[config.mk]
export PLATFORM = sky130hd
export DESIGN_NAME = dfd_tnif_arb_flat
export DESIGN_NICKNAME = d
export VERILOG_FILES = /design/src/rtl/dfd_tnif_arb_if.sv /design/src/rtl/dfd_tnif_arb.sv /design/src/flat_wrapper.sv
export SDC_FILE = /design/constraint.sdc
export NUM_CORES = 1
export LEC_CHECK = 0
export CAP_MARGIN = 20
export CORE_AREA = 2 2 183 185
export DETAILED_ROUTE_END_ITERATION = 8
export DIE_AREA = 0 0 185 187
export GPL_TIMING_DRIVEN = 1
export PLACE_DENSITY = 0.59
export SETUP_SLACK_MARGIN = 0.5
export SLEW_MARGIN = 25
export SYNTH_ARGS = -nofsm -noshare
export SYNTH_HDL_FRONTEND = slang
export SYNTH_SLANG_ARGS = --single-unit
[constraint.sdc]
create_clock -name clk -period 3 [get_ports clk]
set_input_delay 0.3 -clock clk [delete_from_list [all_inputs] [get_ports clk]]
set_output_delay 0.3 -clock clk [all_outputs]
set_load 0.1 [all_outputs]
[src/rtl/dfd_tnif_arb_if.sv]
// Shared TNIF types and the beat handshake bundle between the trace producers,
// the arbiter and the TNIF output.
package dfd_tn_pkg;
   localparam int TNIF_DATA_OUT_WIDTH_IN_BYTES = 16;
   typedef enum logic {NTR_GNT = 1'b0, DST_GNT = 1'b1} tnifState_e;
endpackage

interface dfd_tnif_arb_if #(
   parameter int DATA_W = dfd_tn_pkg::TNIF_DATA_OUT_WIDTH_IN_BYTES*8
);
   logic                    ntr_valid;
   logic [DATA_W-1:0]       ntr_data;
   logic                    ntr_last;
   logic                    ntr_ready;
   logic                    dst_valid;
   logic [DATA_W-1:0]       dst_data;
   logic                    dst_last;
   logic                    dst_ready;
   logic                    tnif_valid;
   logic [DATA_W-1:0]       tnif_data;
   logic                    tnif_last;
   dfd_tn_pkg::tnifState_e  tnif_src;
   logic                    tnif_ready;

   // Arbiter side: consumes producer beats, drives the TNIF output.
   modport slave (
      input  ntr_valid, ntr_data, ntr_last,
      output ntr_ready,
      input  dst_valid, dst_data, dst_last,
      output dst_ready,
      output tnif_valid, tnif_data, tnif_last, tnif_src,
      input  tnif_ready
   );

   // Environment side: producers plus the downstream TNIF consumer.
   modport master (
      output ntr_valid, ntr_data, ntr_last,
      input  ntr_ready,
      output dst_valid, dst_data, dst_last,
      input  dst_ready,
      input  tnif_valid, tnif_data, tnif_last, tnif_src,
      output tnif_ready
   );
endinterface

[src/rtl/dfd_tnif_arb.sv]
// Two-source message arbiter for the TNIF: whole-message grants, alternation on
// contention, single registered output stage and saturating per-source beat counters.
module dfd_tnif_arb
   import dfd_tn_pkg::*;
#(
   parameter int DATA_W = TNIF_DATA_OUT_WIDTH_IN_BYTES*8,
   parameter int CNT_W  = 32
) (
   input  logic              clk,
   input  logic              reset_n,
   input  logic              cfg_ntr_en,
   input  logic              cfg_dst_en,
   dfd_tnif_arb_if.slave     tn,
   output tnifState_e        gnt_state,
   output logic              gnt_locked,
   input  logic              cnt_clr,
   output logic [CNT_W-1:0]  ntr_beat_cnt,
   output logic [CNT_W-1:0]  dst_beat_cnt
);

   tnifState_e         gnt_state_q, gnt_state_d;
   logic               gnt_locked_q, gnt_locked_d;
   logic               tnif_valid_q, tnif_valid_d;
   logic [DATA_W-1:0]  tnif_data_q, tnif_data_d;
   logic               tnif_last_q, tnif_last_d;
   tnifState_e         tnif_src_q, tnif_src_d;
   logic [CNT_W-1:0]   ntr_cnt_q, ntr_cnt_d;
   logic [CNT_W-1:0]   dst_cnt_q, dst_cnt_d;

   logic               take;
   logic               ntr_cand, dst_cand;
   logic               grant_vld;
   tnifState_e         grant;
   logic               ntr_acc, dst_acc, acc_any, acc_last;
   logic [DATA_W-1:0]  acc_data;
   tnifState_e         acc_src;

   function automatic logic [CNT_W-1:0] sat_inc(input logic [CNT_W-1:0] c);
      return (&c) ? c : c + 1'b1;
   endfunction

   // A locked message keeps its owner regardless of enables or the other source.
   always_comb begin
      take      = !tnif_valid_q || tn.tnif_ready;
      ntr_cand  = tn.ntr_valid && cfg_ntr_en;
      dst_cand  = tn.dst_valid && cfg_dst_en;
      grant_vld = 1'b0;
      grant     = NTR_GNT;
      if (gnt_locked_q) begin
         grant_vld = 1'b1;
         grant     = gnt_state_q;
      end else if (ntr_cand && dst_cand) begin
         grant_vld = 1'b1;
         grant     = (gnt_state_q == NTR_GNT) ? DST_GNT : NTR_GNT;
      end else if (ntr_cand) begin
         grant_vld = 1'b1;
         grant     = NTR_GNT;
      end else if (dst_cand) begin
         grant_vld = 1'b1;
         grant     = DST_GNT;
      end
   end

   assign tn.ntr_ready = reset_n && grant_vld && (grant == NTR_GNT) && take;
   assign tn.dst_ready = reset_n && grant_vld && (grant == DST_GNT) && take;

   assign ntr_acc  = tn.ntr_valid && tn.ntr_ready;
   assign dst_acc  = tn.dst_valid && tn.dst_ready;
   assign acc_any  = ntr_acc || dst_acc;
   assign acc_src  = dst_acc ? DST_GNT : NTR_GNT;
   assign acc_data = dst_acc ? tn.dst_data : tn.ntr_data;
   assign acc_last = dst_acc ? tn.dst_last : tn.ntr_last;

   always_comb begin
      gnt_state_d  = gnt_state_q;
      gnt_locked_d = gnt_locked_q;
      tnif_valid_d = tnif_valid_q;
      tnif_data_d  = tnif_data_q;
      tnif_last_d  = tnif_last_q;
      tnif_src_d   = tnif_src_q;
      if (acc_any) begin
         gnt_state_d  = acc_src;
         gnt_locked_d = !acc_last;
         tnif_valid_d = 1'b1;
         tnif_data_d  = acc_data;
         tnif_last_d  = acc_last;
         tnif_src_d   = acc_src;
      end else if (tn.tnif_ready) begin
         tnif_valid_d = 1'b0;
      end

      // Clear dominates a same-cycle increment.
      ntr_cnt_d = ntr_cnt_q;
      dst_cnt_d = dst_cnt_q;
      if (cnt_clr) begin
         ntr_cnt_d = '0;
         dst_cnt_d = '0;
      end else begin
         if (ntr_acc) ntr_cnt_d = sat_inc(ntr_cnt_q);
         if (dst_acc) dst_cnt_d = sat_inc(dst_cnt_q);
      end
   end

   always_ff @(posedge clk or negedge reset_n) begin
      if (!reset_n) begin
         gnt_state_q  <= DST_GNT;
         gnt_locked_q <= 1'b0;
         tnif_valid_q <= 1'b0;
         tnif_data_q  <= '0;
         tnif_last_q  <= 1'b0;
         tnif_src_q   <= NTR_GNT;
         ntr_cnt_q    <= '0;
         dst_cnt_q    <= '0;
      end else begin
         gnt_state_q  <= gnt_state_d;
         gnt_locked_q <= gnt_locked_d;
         tnif_valid_q <= tnif_valid_d;
         tnif_data_q  <= tnif_data_d;
         tnif_last_q  <= tnif_last_d;
         tnif_src_q   <= tnif_src_d;
         ntr_cnt_q    <= ntr_cnt_d;
         dst_cnt_q    <= dst_cnt_d;
      end
   end

   assign tn.tnif_valid  = tnif_valid_q;
   assign tn.tnif_data   = tnif_data_q;
   assign tn.tnif_last   = tnif_last_q;
   assign tn.tnif_src    = tnif_src_q;
   assign gnt_state      = gnt_state_q;
   assign gnt_locked     = gnt_locked_q;
   assign ntr_beat_cnt   = ntr_cnt_q;
   assign dst_beat_cnt   = dst_cnt_q;

endmodule

[src/flat_wrapper.sv]
// flat-port wrapper written by rule: the top's interface ports become plain ports
module dfd_tnif_arb_flat import dfd_tn_pkg::*;
#(
   parameter int DATA_W = TNIF_DATA_OUT_WIDTH_IN_BYTES*8,
   parameter int CNT_W  = 32
)
  (clk, reset_n, cfg_ntr_en, cfg_dst_en, gnt_state, gnt_locked, cnt_clr, ntr_beat_cnt, dst_beat_cnt, tn_ntr_valid, tn_ntr_data, tn_ntr_last, tn_ntr_ready, tn_dst_valid, tn_dst_data, tn_dst_last, tn_dst_ready, tn_tnif_valid, tn_tnif_data, tn_tnif_last, tn_tnif_src, tn_tnif_ready);
  dfd_tnif_arb_if #(.DATA_W(DATA_W)) tn_i ();
  input  logic clk;
  input  logic reset_n;
  input  logic cfg_ntr_en;
  input  logic cfg_dst_en;
  output tnifState_e gnt_state;
  output logic gnt_locked;
  input  logic cnt_clr;
  output logic [CNT_W-1:0] ntr_beat_cnt;
  output logic [CNT_W-1:0] dst_beat_cnt;
  input wire logic [$bits(tn_i.ntr_valid)-1:0] tn_ntr_valid;
  input wire logic [$bits(tn_i.ntr_data)-1:0] tn_ntr_data;
  input wire logic [$bits(tn_i.ntr_last)-1:0] tn_ntr_last;
  output wire logic [$bits(tn_i.ntr_ready)-1:0] tn_ntr_ready;
  input wire logic [$bits(tn_i.dst_valid)-1:0] tn_dst_valid;
  input wire logic [$bits(tn_i.dst_data)-1:0] tn_dst_data;
  input wire logic [$bits(tn_i.dst_last)-1:0] tn_dst_last;
  output wire logic [$bits(tn_i.dst_ready)-1:0] tn_dst_ready;
  output wire logic [$bits(tn_i.tnif_valid)-1:0] tn_tnif_valid;
  output wire logic [$bits(tn_i.tnif_data)-1:0] tn_tnif_data;
  output wire logic [$bits(tn_i.tnif_last)-1:0] tn_tnif_last;
  output wire logic [$bits(tn_i.tnif_src)-1:0] tn_tnif_src;
  input wire logic [$bits(tn_i.tnif_ready)-1:0] tn_tnif_ready;
  assign tn_i.ntr_valid = tn_ntr_valid;
  assign tn_i.ntr_data = tn_ntr_data;
  assign tn_i.ntr_last = tn_ntr_last;
  assign tn_ntr_ready = tn_i.ntr_ready;
  assign tn_i.dst_valid = tn_dst_valid;
  assign tn_i.dst_data = tn_dst_data;
  assign tn_i.dst_last = tn_dst_last;
  assign tn_dst_ready = tn_i.dst_ready;
  assign tn_tnif_valid = tn_i.tnif_valid;
  assign tn_tnif_data = tn_i.tnif_data;
  assign tn_tnif_last = tn_i.tnif_last;
  assign tn_tnif_src = tn_i.tnif_src;
  assign tn_i.tnif_ready = tn_tnif_ready;
  dfd_tnif_arb #(.DATA_W(DATA_W), .CNT_W(CNT_W)) u_core (.clk(clk), .reset_n(reset_n), .cfg_ntr_en(cfg_ntr_en), .cfg_dst_en(cfg_dst_en), .tn(tn_i), .gnt_state(gnt_state), .gnt_locked(gnt_locked), .cnt_clr(cnt_clr), .ntr_beat_cnt(ntr_beat_cnt), .dst_beat_cnt(dst_beat_cnt));
endmodule
==> flow_metrics.py <==
metrics = {
    "place": {
        "place_congestion": 0.844,
        "portBuffers": 464,
        "place_ws_ns": 0.325,
        "dpl_cell_area_mm2": 0.0142,
        "dpl.cell_count": 1969,
        "hpwl_um": 25800,
    },
    "setup_path": {
        "worstSetupPathType": "flip-flop to output port",
        "cp_slowest_cell": "clkdlybuf4s50_1",
        "crit_chain": "clkdlybuf4s50_1",
        "critPathMaxFanout": 2,
        "crit_family": "buffers and inverters",
        "r2r.worst_path.cells": 8,
        "slowest_delay_ns": 1.15,
        "crit_path_end_kind": "output port",
        "r2r-start": "u_core.dst_beat_cnt[0]",
        "r2r-end": "u_core.dst_beat_cnt[8]",
        "cp_data_arrival_time_ns": 1.95,
        "worst-path-stages": 1,
        "cp.required_ns": 2.70,
        "worst_setup_path_start_kind": "flip-flop",
        "path_buf_inv": 1,
        "rrSetupSlack_ns": 0.76,
    },
    "synth": {
        "synth_mux_area_share_pct": 0,
        "yosys.area_share.simple_pct": 29.1,
        "synth_compound_area_share_pct": 10.1,
        "ys_seq_elements": 197,
        "ys_warn_count": 0,
        "syn_area_mm2": 0.00945,
        "synthAdderAreaFrac_pct": 0.265,
        "syn_nets": 1374,
        "synth_area_per_cell_um2": 8.54,
        "synth_cell_types": 40,
        "synth_top_family_by_area": "simple AND/OR/NAND/NOR gates",
        "ys_seq_area_share_pct": 52.2,
        "post_synth_xor_area_fraction_pct": 4.91,
        "syn_inst": 1106,
    },
    "clocking": {
        "cts_root_buf": "clkbuf_16",
        "clkSlewWorstSetupHoldPaths_ns": 0.08,
        "h-tree-depth": 4,
        "clock-sinks": 197,
        "max-clock-path-buffers": 2,
        "cts_tree": "yes",
        "numCtsBuffers": 17,
        "cts_setup_buffers": 0,
        "clock_latency_ns": 0.44,
    },
    "routing": {
        "drt_wl_total_um": 35600,
        "first_pass_iters": 5,
        "ant_nets": 0,
        "vias": 9641,
        "detail_route.drc_violations": 0,
        "first_iter_violations": 506,
        "via_per_inst": 4.82,
        "routedWlPerCell_um": 17.8,
    },
    "layout": {
        "postLayoutCoreUtil_pct": 45.1,
        "final_nets": 1809,
        "diodes": 0,
        "stdcell_count": 2000,
        "drive_above_1_share_pct": 17.3,
        "fin_area_mm2": 0.0148,
        "areaGrowthSynthToFinish_pct": 57.0,
        "fillers": 3308,
    },
    "sta": {
        "finalSetupViolCount": 0,
        "finalHoldViolations": 0,
        "timing_max_transition_violations_final": 0,
        "period_minus_slack_ns": 2.25,
        "maxClockFrequency_mhz": 445,
        "slew_headroom_pct": 33.4,
        "finalWorstSetupSlack_ns": 0.754,
        "finClkSkew_ns": 0.0118,
        "rsz0062_at_grt": "false",
        "tightest_slew_ns": 0.995,
        "period_share_pct": 74.9,
        "tns_ns": 0,
    },
    "pwr": {
        "seq_power_share_pct": 23.7,
        "pwr-share-comb_pct": 63.1,
        "p_clk_share_pct": 13.2,
        "p_leak_nw": 6.65,
        "switching_share_pct": 59.0,
        "power.density_mw_per_mm2": 1190,
        "switchingPower_mw": 10.4,
        "max-vdd-ir-drop_uv": 666,
        "intPower_mw": 7.25,
    },
    "die": {
        "row_count": 67,
        "die_x_um": 185,
        "start_util_pct": 28.8,
        "die-area_mm2": 0.0346,
        "core_mm2": 0.0329,
        "dieHeight_um": 187,
        "io_pins": 465,
    },
    "run_status": {
        "status": "finished, final reports clean",
    },
    "global_route": {
        "grt_pass1_vias": 9350,
        "grt_max_degree": 75,
        "grt_pass1_wl_um": 54500,
        "antenna_found_initial": 0,
        "track_usage_pct": 20.2,
        "overflow": 0,
    },
    "worst_hold_path": {
        "worst_hold_path_type": "primary input to async pin",
    },
    "run": {
        "max_cap_viol_count": 0,
    },
}
==> cell usage in the layout, fill, tap and decap left out, drive strengths merged, types with 3 or more instances in the layout <==
master	Yosys	final
nor3	8	8
clkbuf	46	23
xnor2	4	4
dfrtp	196	196
nand2	281	281
nor2	192	192
inv	2	3
buf	29	210
nor4	4	4
clkdlybuf4s50	0	279
and3	20	20
and2	7	7
xor2	49	49
clkinvlp	0	3
nand3	42	42
nand4	38	38
a31oi	130	130
or3	6	6
o21ai	9	9
nor2b	3	3
and4	11	11
a21oi	12	12
==> state kept, by name, indices dropped and copies added, names as in the netlist <==
signal,count
u_core.tn.tnif_src,1
u_core.gnt_state,1
u_core.tn.tnif_last,1
u_core.tn.tnif_valid,1
u_core.dst_beat_cnt,32
u_core.ntr_beat_cnt,32
u_core.gnt_locked,1
u_core.tn.tnif_data,128
==> power by group through the flow <==
stage | Clock [mW] | Sequential, mW | Combinational (mW)
6_report | 2.34 | 4.19 | 11.2
5_1_grt | 2.50 | 4.32 | 11.6
4_1_cts | 2.42 | 4.20 | 11.2
3_5_place_dp | 0 | 4.23 | 11.2
3_3_place_gp | 0 | 4.23 | 11.2
2_1_floorplan | 0 | 10.9 | 1.65
==> layer usage <==
metal | track usage (%) | routed length [um]
met5 | 0 | 0
met4 | 7.33 | 1030
met3 | 5.49 | 2790
met2 | 33.4 | 17200
met1 | 25.3 | 14600
==> cell type report <==
| cell class | count | area (um^2) | share of cell area (%) |
|---|---|---|---|
| Clock buffer | 22 | 474 | 3.20 |
| Clock inverter | 8 | 101 | 0.683 |
| Inverter | 2 | 7.51 | 0.0506 |
| Multi-Input combinational cell | 832 | 4220 | 28.4 |
| Sequential cell | 197 | 4950 | 33.4 |
| Tap cell | 448 | 561 | 3.78 |
| Timing Repair Buffer | 491 | 4520 | 30.5 |
==> synth_stat cells (all sizes together) <==
library cell | instances | area, um^2
a21boi | 1 | 7.51
a21o | 2 | 15.0
a21oi | 12 | 63.8
a31oi | 130 | 813
and2 | 7 | 43.8
and3 | 20 | 125
and3b | 1 | 8.76
and4 | 11 | 96.3
buf | 29 | 146
clkbuf | 46 | 173
dfrtp | 196 | 4900
dfstp | 1 | 26.3
ha | 2 | 25.0
inv | 2 | 7.51
nand2 | 281 | 1050
nand2b | 2 | 12.5
nand3 | 42 | 210
nand3b | 2 | 15.0
nand4 | 38 | 265
nand4bb | 1 | 11.3
nor2 | 192 | 721
nor2b | 3 | 18.8
nor3 | 8 | 56.3
nor4 | 4 | 31.3
nor4b | 1 | 23.8
o21ai | 9 | 45.0
o31ai | 1 | 7.51
or2 | 2 | 12.5
or3 | 6 | 37.5
or4 | 1 | 7.51
xnor2 | 4 | 35.0
xor2 | 49 | 429
==> logic make-up (layout without fill, tap and decap cells) <==
family,Yosys count,after routing
compound gates,155,155
xor+xnor,53,53
flops,197,197
simple gates,622,622
buf+inv,77,523
fa+ha+maj,2,2
==> repair_timing <==
| item | in CTS | in global routing |
|---|---|---|
| hold buffers | 1 | 0 |
| endpoints found under the hold margin | 13 | 0 |
| gates resized for setup | 0 | 3 |
| endpoints found under the setup margin | 0 | 3 |
==> through the flow <==
step	total power [mW]	hold WS, ns
after detailed placement	15.5	0.161
after global routing	18.4	0.0684
after floorplan	12.6	0.00441
after global placement	15.4	0.159
after CTS	17.9	0.0409
final	17.7	0.0222
==> worst max-delay path by stage <==
stage,slack [ns],start,end
final,0.75,u_core.tn.tnif_data[105],tn_tnif_data[105]
after global routing,0.58,u_core.gnt_locked,u_core.ntr_beat_cnt[26]
after CTS,0.61,u_core.dst_beat_cnt[0],u_core.dst_beat_cnt[8]
after detailed placement,0.32,tn_tnif_ready,u_core.ntr_beat_cnt[11]
after global placement,0.31,tn_tnif_ready,u_core.ntr_beat_cnt[11]
after floorplan,0.50,u_core.ntr_beat_cnt[12],u_core.ntr_beat_cnt[21]
Power figures use the tool's default switching activity.
